### src/rtl/rf_write_scheduler_pkg.sv
// Shared types and constants for the register-file write-port scheduler.
// Holds the sizing parameters, the scheduler state and requester identifiers.
package rf_pkg;

    localparam int NUM_REGS = 32;
    localparam int ADDR_W   = 5;
    localparam int DATA_W   = 32;
    localparam int PTR_W    = ADDR_W + 1;

    localparam logic [ADDR_W-1:0] ZERO_REG = {ADDR_W{1'b0}};

    typedef enum logic {
        CLEAR = 1'b0,
        RUN   = 1'b1
    } sched_state_e;

    typedef enum logic {
        REQ_ALU = 1'b0,
        REQ_MEM = 1'b1
    } req_id_e;

    // x0 is hard-wired, so a write aimed at it is consumed without strobing WE3
    function automatic logic is_writable(input logic [ADDR_W-1:0] addr);
        return (addr != ZERO_REG);
    endfunction

endpackage

### src/rtl/rf_write_scheduler_if.sv
// Requester handshakes and register-file write port of the write scheduler.
// The master side is the requesters/register file, the slave side is the scheduler.
interface rf_write_scheduler_if;
    import rf_pkg::*;

    logic              alu_valid;
    logic              alu_ready;
    logic [ADDR_W-1:0] alu_addr;
    logic [DATA_W-1:0] alu_data;

    logic              mem_valid;
    logic              mem_ready;
    logic [ADDR_W-1:0] mem_addr;
    logic [DATA_W-1:0] mem_data;

    logic              rf_we;
    logic [ADDR_W-1:0] rf_addr;
    logic [DATA_W-1:0] rf_wdata;
    logic              init_done;

    modport master (
        output alu_valid, alu_addr, alu_data,
        output mem_valid, mem_addr, mem_data,
        input  alu_ready, mem_ready,
        input  rf_we, rf_addr, rf_wdata, init_done
    );

    modport slave (
        input  alu_valid, alu_addr, alu_data,
        input  mem_valid, mem_addr, mem_data,
        output alu_ready, mem_ready,
        output rf_we, rf_addr, rf_wdata, init_done
    );

endinterface

### src/rtl/rf_write_scheduler_rr_arbiter2.sv
// Two-input round-robin arbiter: ready is combinational, priority flips to the
// other requester after every handshake and holds when nothing is accepted.
module rr_arbiter2
    import rf_pkg::*;
(
    input  logic clk,
    input  logic reset,
    input  logic en,
    input  logic alu_valid,
    input  logic mem_valid,
    output logic alu_ready,
    output logic mem_ready,
    output logic alu_grant,
    output logic mem_grant
);

    req_id_e prio_q;
    req_id_e prio_d;

    // ready/grant generation and next-priority selection
    always_comb begin
        alu_ready = en & (~mem_valid | (prio_q == REQ_ALU));
        mem_ready = en & (~alu_valid | (prio_q == REQ_MEM));
        alu_grant = alu_valid & alu_ready;
        mem_grant = mem_valid & mem_ready;
        prio_d    = prio_q;
        if (alu_grant) begin
            prio_d = REQ_MEM;
        end else if (mem_grant) begin
            prio_d = REQ_ALU;
        end else begin
            prio_d = prio_q;
        end
    end

    // priority register
    always_ff @(posedge clk) begin
        if (reset) begin
            prio_q <= REQ_ALU;
        end else begin
            prio_q <= prio_d;
        end
    end

endmodule

### src/rtl/rf_write_scheduler.sv
// Owns the register-file write port: zeroes x1..x31 after reset, then
// forwards round-robin arbitrated ALU/load writebacks through registered outputs.
module rf_write_scheduler
    import rf_pkg::*;
(
    input  logic                 clock,
    input  logic                 reset,
    rf_write_scheduler_if.slave  bus
);

    localparam logic [PTR_W-1:0] PTR_ONE = {{(PTR_W-1){1'b0}}, 1'b1};
    localparam logic [PTR_W-1:0] PTR_END = PTR_W'(NUM_REGS);

    sched_state_e      state_q,     state_d;
    logic [PTR_W-1:0]  clear_ptr_q, clear_ptr_d;
    logic              rf_we_q,     rf_we_d;
    logic [ADDR_W-1:0] rf_addr_q,   rf_addr_d;
    logic [DATA_W-1:0] rf_wdata_q,  rf_wdata_d;
    logic              init_done_q, init_done_d;

    logic run_s;
    logic alu_grant_s;
    logic mem_grant_s;

    assign run_s = (state_q == RUN);

    rr_arbiter2 u_arb (
        .clk       (clock),
        .reset     (reset),
        .en        (run_s),
        .alu_valid (bus.alu_valid),
        .mem_valid (bus.mem_valid),
        .alu_ready (bus.alu_ready),
        .mem_ready (bus.mem_ready),
        .alu_grant (alu_grant_s),
        .mem_grant (mem_grant_s)
    );

    // next-state and write-port computation for the clear sweep and run phase
    always_comb begin
        state_d     = state_q;
        clear_ptr_d = clear_ptr_q;
        rf_we_d     = 1'b0;
        rf_addr_d   = rf_addr_q;
        rf_wdata_d  = rf_wdata_q;
        init_done_d = init_done_q;
        case (state_q)
            CLEAR: begin
                if (clear_ptr_q == PTR_END) begin
                    rf_we_d     = 1'b0;
                    init_done_d = 1'b1;
                    state_d     = RUN;
                end else begin
                    rf_we_d     = 1'b1;
                    rf_addr_d   = clear_ptr_q[ADDR_W-1:0];
                    rf_wdata_d  = {DATA_W{1'b0}};
                    clear_ptr_d = clear_ptr_q + PTR_ONE;
                end
            end
            RUN: begin
                if (alu_grant_s) begin
                    rf_we_d    = is_writable(bus.alu_addr);
                    rf_addr_d  = bus.alu_addr;
                    rf_wdata_d = bus.alu_data;
                end else if (mem_grant_s) begin
                    rf_we_d    = is_writable(bus.mem_addr);
                    rf_addr_d  = bus.mem_addr;
                    rf_wdata_d = bus.mem_data;
                end else begin
                    rf_we_d    = 1'b0;
                end
            end
            default: begin
                state_d     = CLEAR;
                clear_ptr_d = PTR_ONE;
                rf_we_d     = 1'b0;
                init_done_d = 1'b0;
            end
        endcase
    end

    // state and registered write-port outputs; reset discards any accepted write
    always_ff @(posedge clock) begin
        if (reset) begin
            state_q     <= CLEAR;
            clear_ptr_q <= PTR_ONE;
            rf_we_q     <= 1'b0;
            rf_addr_q   <= {ADDR_W{1'b0}};
            rf_wdata_q  <= {DATA_W{1'b0}};
            init_done_q <= 1'b0;
        end else begin
            state_q     <= state_d;
            clear_ptr_q <= clear_ptr_d;
            rf_we_q     <= rf_we_d;
            rf_addr_q   <= rf_addr_d;
            rf_wdata_q  <= rf_wdata_d;
            init_done_q <= init_done_d;
        end
    end

    assign bus.rf_we     = rf_we_q;
    assign bus.rf_addr   = rf_addr_q;
    assign bus.rf_wdata  = rf_wdata_q;
    assign bus.init_done = init_done_q;

endmodule

### src/flat_wrapper.sv
// flat-port wrapper written by rule: the top's interface ports become plain ports
module rf_write_scheduler_flat import rf_pkg::*;
  (clock, reset, bus_alu_valid, bus_alu_addr, bus_alu_data, bus_mem_valid, bus_mem_addr, bus_mem_data, bus_alu_ready, bus_mem_ready, bus_rf_we, bus_rf_addr, bus_rf_wdata, bus_init_done);
  rf_write_scheduler_if bus_i ();
  input  logic clock;
  input  logic reset;
  input wire logic [$bits(bus_i.alu_valid)-1:0] bus_alu_valid;
  input wire logic [$bits(bus_i.alu_addr)-1:0] bus_alu_addr;
  input wire logic [$bits(bus_i.alu_data)-1:0] bus_alu_data;
  input wire logic [$bits(bus_i.mem_valid)-1:0] bus_mem_valid;
  input wire logic [$bits(bus_i.mem_addr)-1:0] bus_mem_addr;
  input wire logic [$bits(bus_i.mem_data)-1:0] bus_mem_data;
  output wire logic [$bits(bus_i.alu_ready)-1:0] bus_alu_ready;
  output wire logic [$bits(bus_i.mem_ready)-1:0] bus_mem_ready;
  output wire logic [$bits(bus_i.rf_we)-1:0] bus_rf_we;
  output wire logic [$bits(bus_i.rf_addr)-1:0] bus_rf_addr;
  output wire logic [$bits(bus_i.rf_wdata)-1:0] bus_rf_wdata;
  output wire logic [$bits(bus_i.init_done)-1:0] bus_init_done;
  assign bus_i.alu_valid = bus_alu_valid;
  assign bus_i.alu_addr = bus_alu_addr;
  assign bus_i.alu_data = bus_alu_data;
  assign bus_i.mem_valid = bus_mem_valid;
  assign bus_i.mem_addr = bus_mem_addr;
  assign bus_i.mem_data = bus_mem_data;
  assign bus_alu_ready = bus_i.alu_ready;
  assign bus_mem_ready = bus_i.mem_ready;
  assign bus_rf_we = bus_i.rf_we;
  assign bus_rf_addr = bus_i.rf_addr;
  assign bus_rf_wdata = bus_i.rf_wdata;
  assign bus_init_done = bus_i.init_done;
  rf_write_scheduler u_core (.clock(clock), .reset(reset), .bus(bus_i));
endmodule
### config.mk
export PLATFORM = sky130hd
export DESIGN_NAME = rf_write_scheduler_flat
export DESIGN_NICKNAME = d
export VERILOG_FILES = /design/src/rtl/rf_write_scheduler_pkg.sv /design/src/rtl/rf_write_scheduler_if.sv /design/src/rtl/rf_write_scheduler_rr_arbiter2.sv /design/src/rtl/rf_write_scheduler.sv /design/src/flat_wrapper.sv
export SDC_FILE = /design/constraint.sdc
export NUM_CORES = 1
export LEC_CHECK = 0
export BUFFER_PORTS_ARGS = -buffer_cell sky130_fd_sc_hd__buf_2
export CAP_MARGIN = 30
export CORE_ASPECT_RATIO = 0.7
export CORE_MARGIN = 2
export CORE_UTILIZATION = 49
export CTS_CLUSTER_DIAMETER = 80
export DETAILED_ROUTE_END_ITERATION = 7
export PLACE_DENSITY = 0.95
export SYNTH_ARGS = -nofsm -noshare
export SYNTH_HDL_FRONTEND = slang
export SYNTH_HIERARCHICAL = 1
export SYNTH_SLANG_ARGS = --single-unit
### constraint.sdc
create_clock -name clock -period 2.93 [get_ports clock]
set_input_delay 0.586 -clock clock [delete_from_list [all_inputs] [get_ports clock]]
set_output_delay 0.586 -clock clock [all_outputs]
set_load 0.01 [all_outputs]
==> flow_metrics.env <==
export IMPL_syn_nets=354
export IMPL_die_area_um2=5260
export IMPL_syn_inst=274
export IMPL_postCtsSetupBuffers=0
export IMPL_track_usage=0.223
export IMPL_max_slew_worst_pin_slew_ns=0.689
export IMPL_finalClockSkew_ns=0.0102
export IMPL_final_util=0.678
export IMPL_cts_tree="built"
export IMPL_multiInputGateArea_um2=1240
export IMPL_ys_top_cells_by_count="dfxtp_1 (47), nand2_1 (47), a21oi_1 (42), nor2_1 (22)"
export IMPL_finalHoldViolCount=0
export IMPL_cts_resized=0
export IMPL_grt_pass1_vias=2156
export IMPL_path_clk_slew_ns=0.09
export IMPL_status="complete, but fails checks"
export IMPL_drv_cap=0
export IMPL_placed_area_um2=2910
export IMPL_diodes=0
export IMPL_synth_edff_count=0
export IMPL_p_leak_nw=1.31
export IMPL_htree_levels=2
export IMPL_hpwlAfterDp_mm=4.51
export IMPL_vias_per_cell=5.33
export IMPL_drt_iter0_markers=217
export IMPL_area_growth_pct=30.7
export IMPL_critPathRequiredTime_ns=3.16
export IMPL_grt_max_degree=38
export IMPL_start_kind="flop"
export IMPL_crit_slowest_cell="a22oi_4"
export IMPL_synth_flop_cell="dfxtp_1"
export IMPL_pre_cts_ws_ns=0.536
export IMPL_yosys_warnings=6
export IMPL_synth_area_um2=2300
export IMPL_die_y_um=61.3
export IMPL_worstPathCellList="buf_4 -> and3_1 -> nor2_1 -> a22oi_4 -> o211ai_1 -> a21oi_1"
export IMPL_drive_above_1_share=0.417
export IMPL_synth_largest_area_cell="dfxtp_1"
export IMPL_clock_latency_ns=0.30
export IMPL_nets=465
export IMPL_crit_fanout=25
export IMPL_rsz0062_at_grt="false"
export IMPL_clk_path_buf_depth=2
export IMPL_io_buffers=118
export IMPL_grt_pass1_wl_mm=9.18
export IMPL_firstDrtPassIters=8
export IMPL_synth_top_area_frac=0.410
export IMPL_ys_types=35
export IMPL_synth_seq_cells=47
export IMPL_hold_path_class="flop to flop"
export IMPL_setup_viol_count_final=0
export IMPL_totalWireLength_mm=6.01
export IMPL_rows=20
export IMPL_cts_root_buf="clkbuf_8"
export IMPL_max_clock_freq_mhz=440
export IMPL_setup_slack_ns=0.657
export IMPL_finalCriticalPeriod_ns=2.27
export IMPL_seq_area_um2=941
export IMPL_grt_antenna_before_repair=0
export IMPL_globalRouteOverflowTotal=0
export IMPL_ys_top_cells_by_area="dfxtp_1 (41%), mux2_2 (10%), a21oi_1 (9.2%)"
export IMPL_gp_congestion=0.892
export IMPL_num_fill_cells=361
export IMPL_wl_per_cell_um=13.6
export IMPL_cp_end_kind="flop"
export IMPL_die_width_um=85.8
export IMPL_tns_ns=0
export IMPL_failed_checks="DRC"
export IMPL_drc=9
export IMPL_postRouteAntennaNets=0
export IMPL_vias=2349
export IMPL_fin_area_um2=3000
export IMPL_power_density_nw_per_um2=382
export IMPL_period_share=0.776
export IMPL_core_um2=4430
export IMPL_synth_area_per_cell_um2=8.38
export IMPL_arrival_ns=2.50
export IMPL_async_flop_share=0
export IMPL_cts_hold_buf=0
export IMPL_start_util=0.519
export IMPL_yosysSeqAreaShare=0.410
export IMPL_peakVddDrop_mv=0.203
export IMPL_io_pins=119
export IMPL_slew_headroom=0.541
export IMPL_critPathMaxStageDelay_ns=0.58
export IMPL_slew_violations=0
export IMPL_cts_sinks=47
export IMPL_crit_type="flop to flop"
export IMPL_cts_buffers=5
-- final cells by class --
class,count,share of cell area
Multi-Input combinational cell,203,0.415
Tap cell,55,0.0229
Clock inverter,3,0.00667
Sequential cell,47,0.313
Inverter,2,0.00250
Timing Repair Buffer,126,0.217
Clock buffer,5,0.0229
-- flip-flops by register name (all words and copies together), names as in the netlist --
name and count:
u_core/bus.init_done 1, u_core/bus.rf_addr 5, u_core/bus.rf_wdata 32, u_core/bus.rf_we 1, u_core/clear_ptr_q 6, u_core/run_s 1, u_core/u_arb/prio_q 1
-- worst max-delay path: cells and delay by family, from the launching register on --
| family | cells | cell delay (ns) |
|---|---|---|
| AOI/OAI and AO/OA | 3 | 0.91 |
| and+or+nand+nor | 2 | 0.66 |
| buffers and inverters | 1 | 0.25 |
| DFF | 1 | 0.36 |
-- cells by family after synthesis --
group                      count (synthesis)  synth area share
AOI/OAI and AO/OA                         67             0.189
xor gates and xnor gates                   3            0.0114
adders and majority gates                  2            0.0109
buffers and inverters                     24            0.0490
DFF                                       47             0.410
muxes                                     26             0.125
and+or+nand+nor                          105             0.205
-- worst paths after layout --
path	start	to	slack, ns	cells past startpoint
max	u_core/run_s$_SDFF_PP0_	u_core/bus.rf_addr[1]$_SDFFE_PP0P_	0.66	6
min	u_core/bus.rf_wdata[28]$_SDFFE_PP0P_	u_core/bus.rf_wdata[28]$_SDFFE_PP0P_	0.45	2
max reg2reg	u_core/run_s$_SDFF_PP0_	u_core/bus.rf_addr[1]$_SDFFE_PP0P_	0.66	6
min reg2reg	u_core/bus.rf_wdata[28]$_SDFFE_PP0P_	u_core/bus.rf_wdata[28]$_SDFFE_PP0P_	0.45	2
-- per-layer routing --
metal	up-vias	share of wire	wire, um	global-route usage
met5	-	0	0	0
met4	0	0.0090	54	0.0998
met3	5	0.066	398	0.0536
met2	95	0.48	2880	0.398
met1	1071	0.45	2680	0.263
li1	1178	-	-	-
-- cells in the final DEF, fill, tap and decap left out, types with 2 or more instances in the layout --
| master | n |
|---|---|
| nand3_1 | 21 |
| buf_4 | 8 |
| inv_1 | 2 |
| ha_1 | 2 |
| clkbuf_8 | 5 |
| mux2i_1 | 5 |
| mux2_2 | 21 |
| o211ai_1 | 4 |
| o31ai_1 | 2 |
| buf_2 | 118 |
| nand2b_1 | 5 |
| a21oi_1 | 42 |
| or3_1 | 2 |
| a311oi_1 | 2 |
| dfxtp_1 | 47 |
| nor2_1 | 22 |
| nand2_1 | 47 |
| o2bb2ai_1 | 11 |
| xnor2_1 | 2 |
| clkinvlp_4 | 2 |
-- power breakdown --
group	internal, W	leakage (nW)	switching, W
sequential	0.000647	0.380	0.00000915
clock	0.000166	0.0402	0.000216
combinational	0.0000634	0.890	0.0000449
-- metrics by stage --
step                      hold slack [ns]  total power, W  cells
final                               0.454         0.00115    441
after detailed placement            0.447        0.000779    433
after CTS                           0.460         0.00116    441
after floorplan                     0.476        0.000714    274
after global routing                0.473         0.00120    441
after global placement              0.436        0.000775    433
Note: power is estimated with default switching activity, not from simulation.
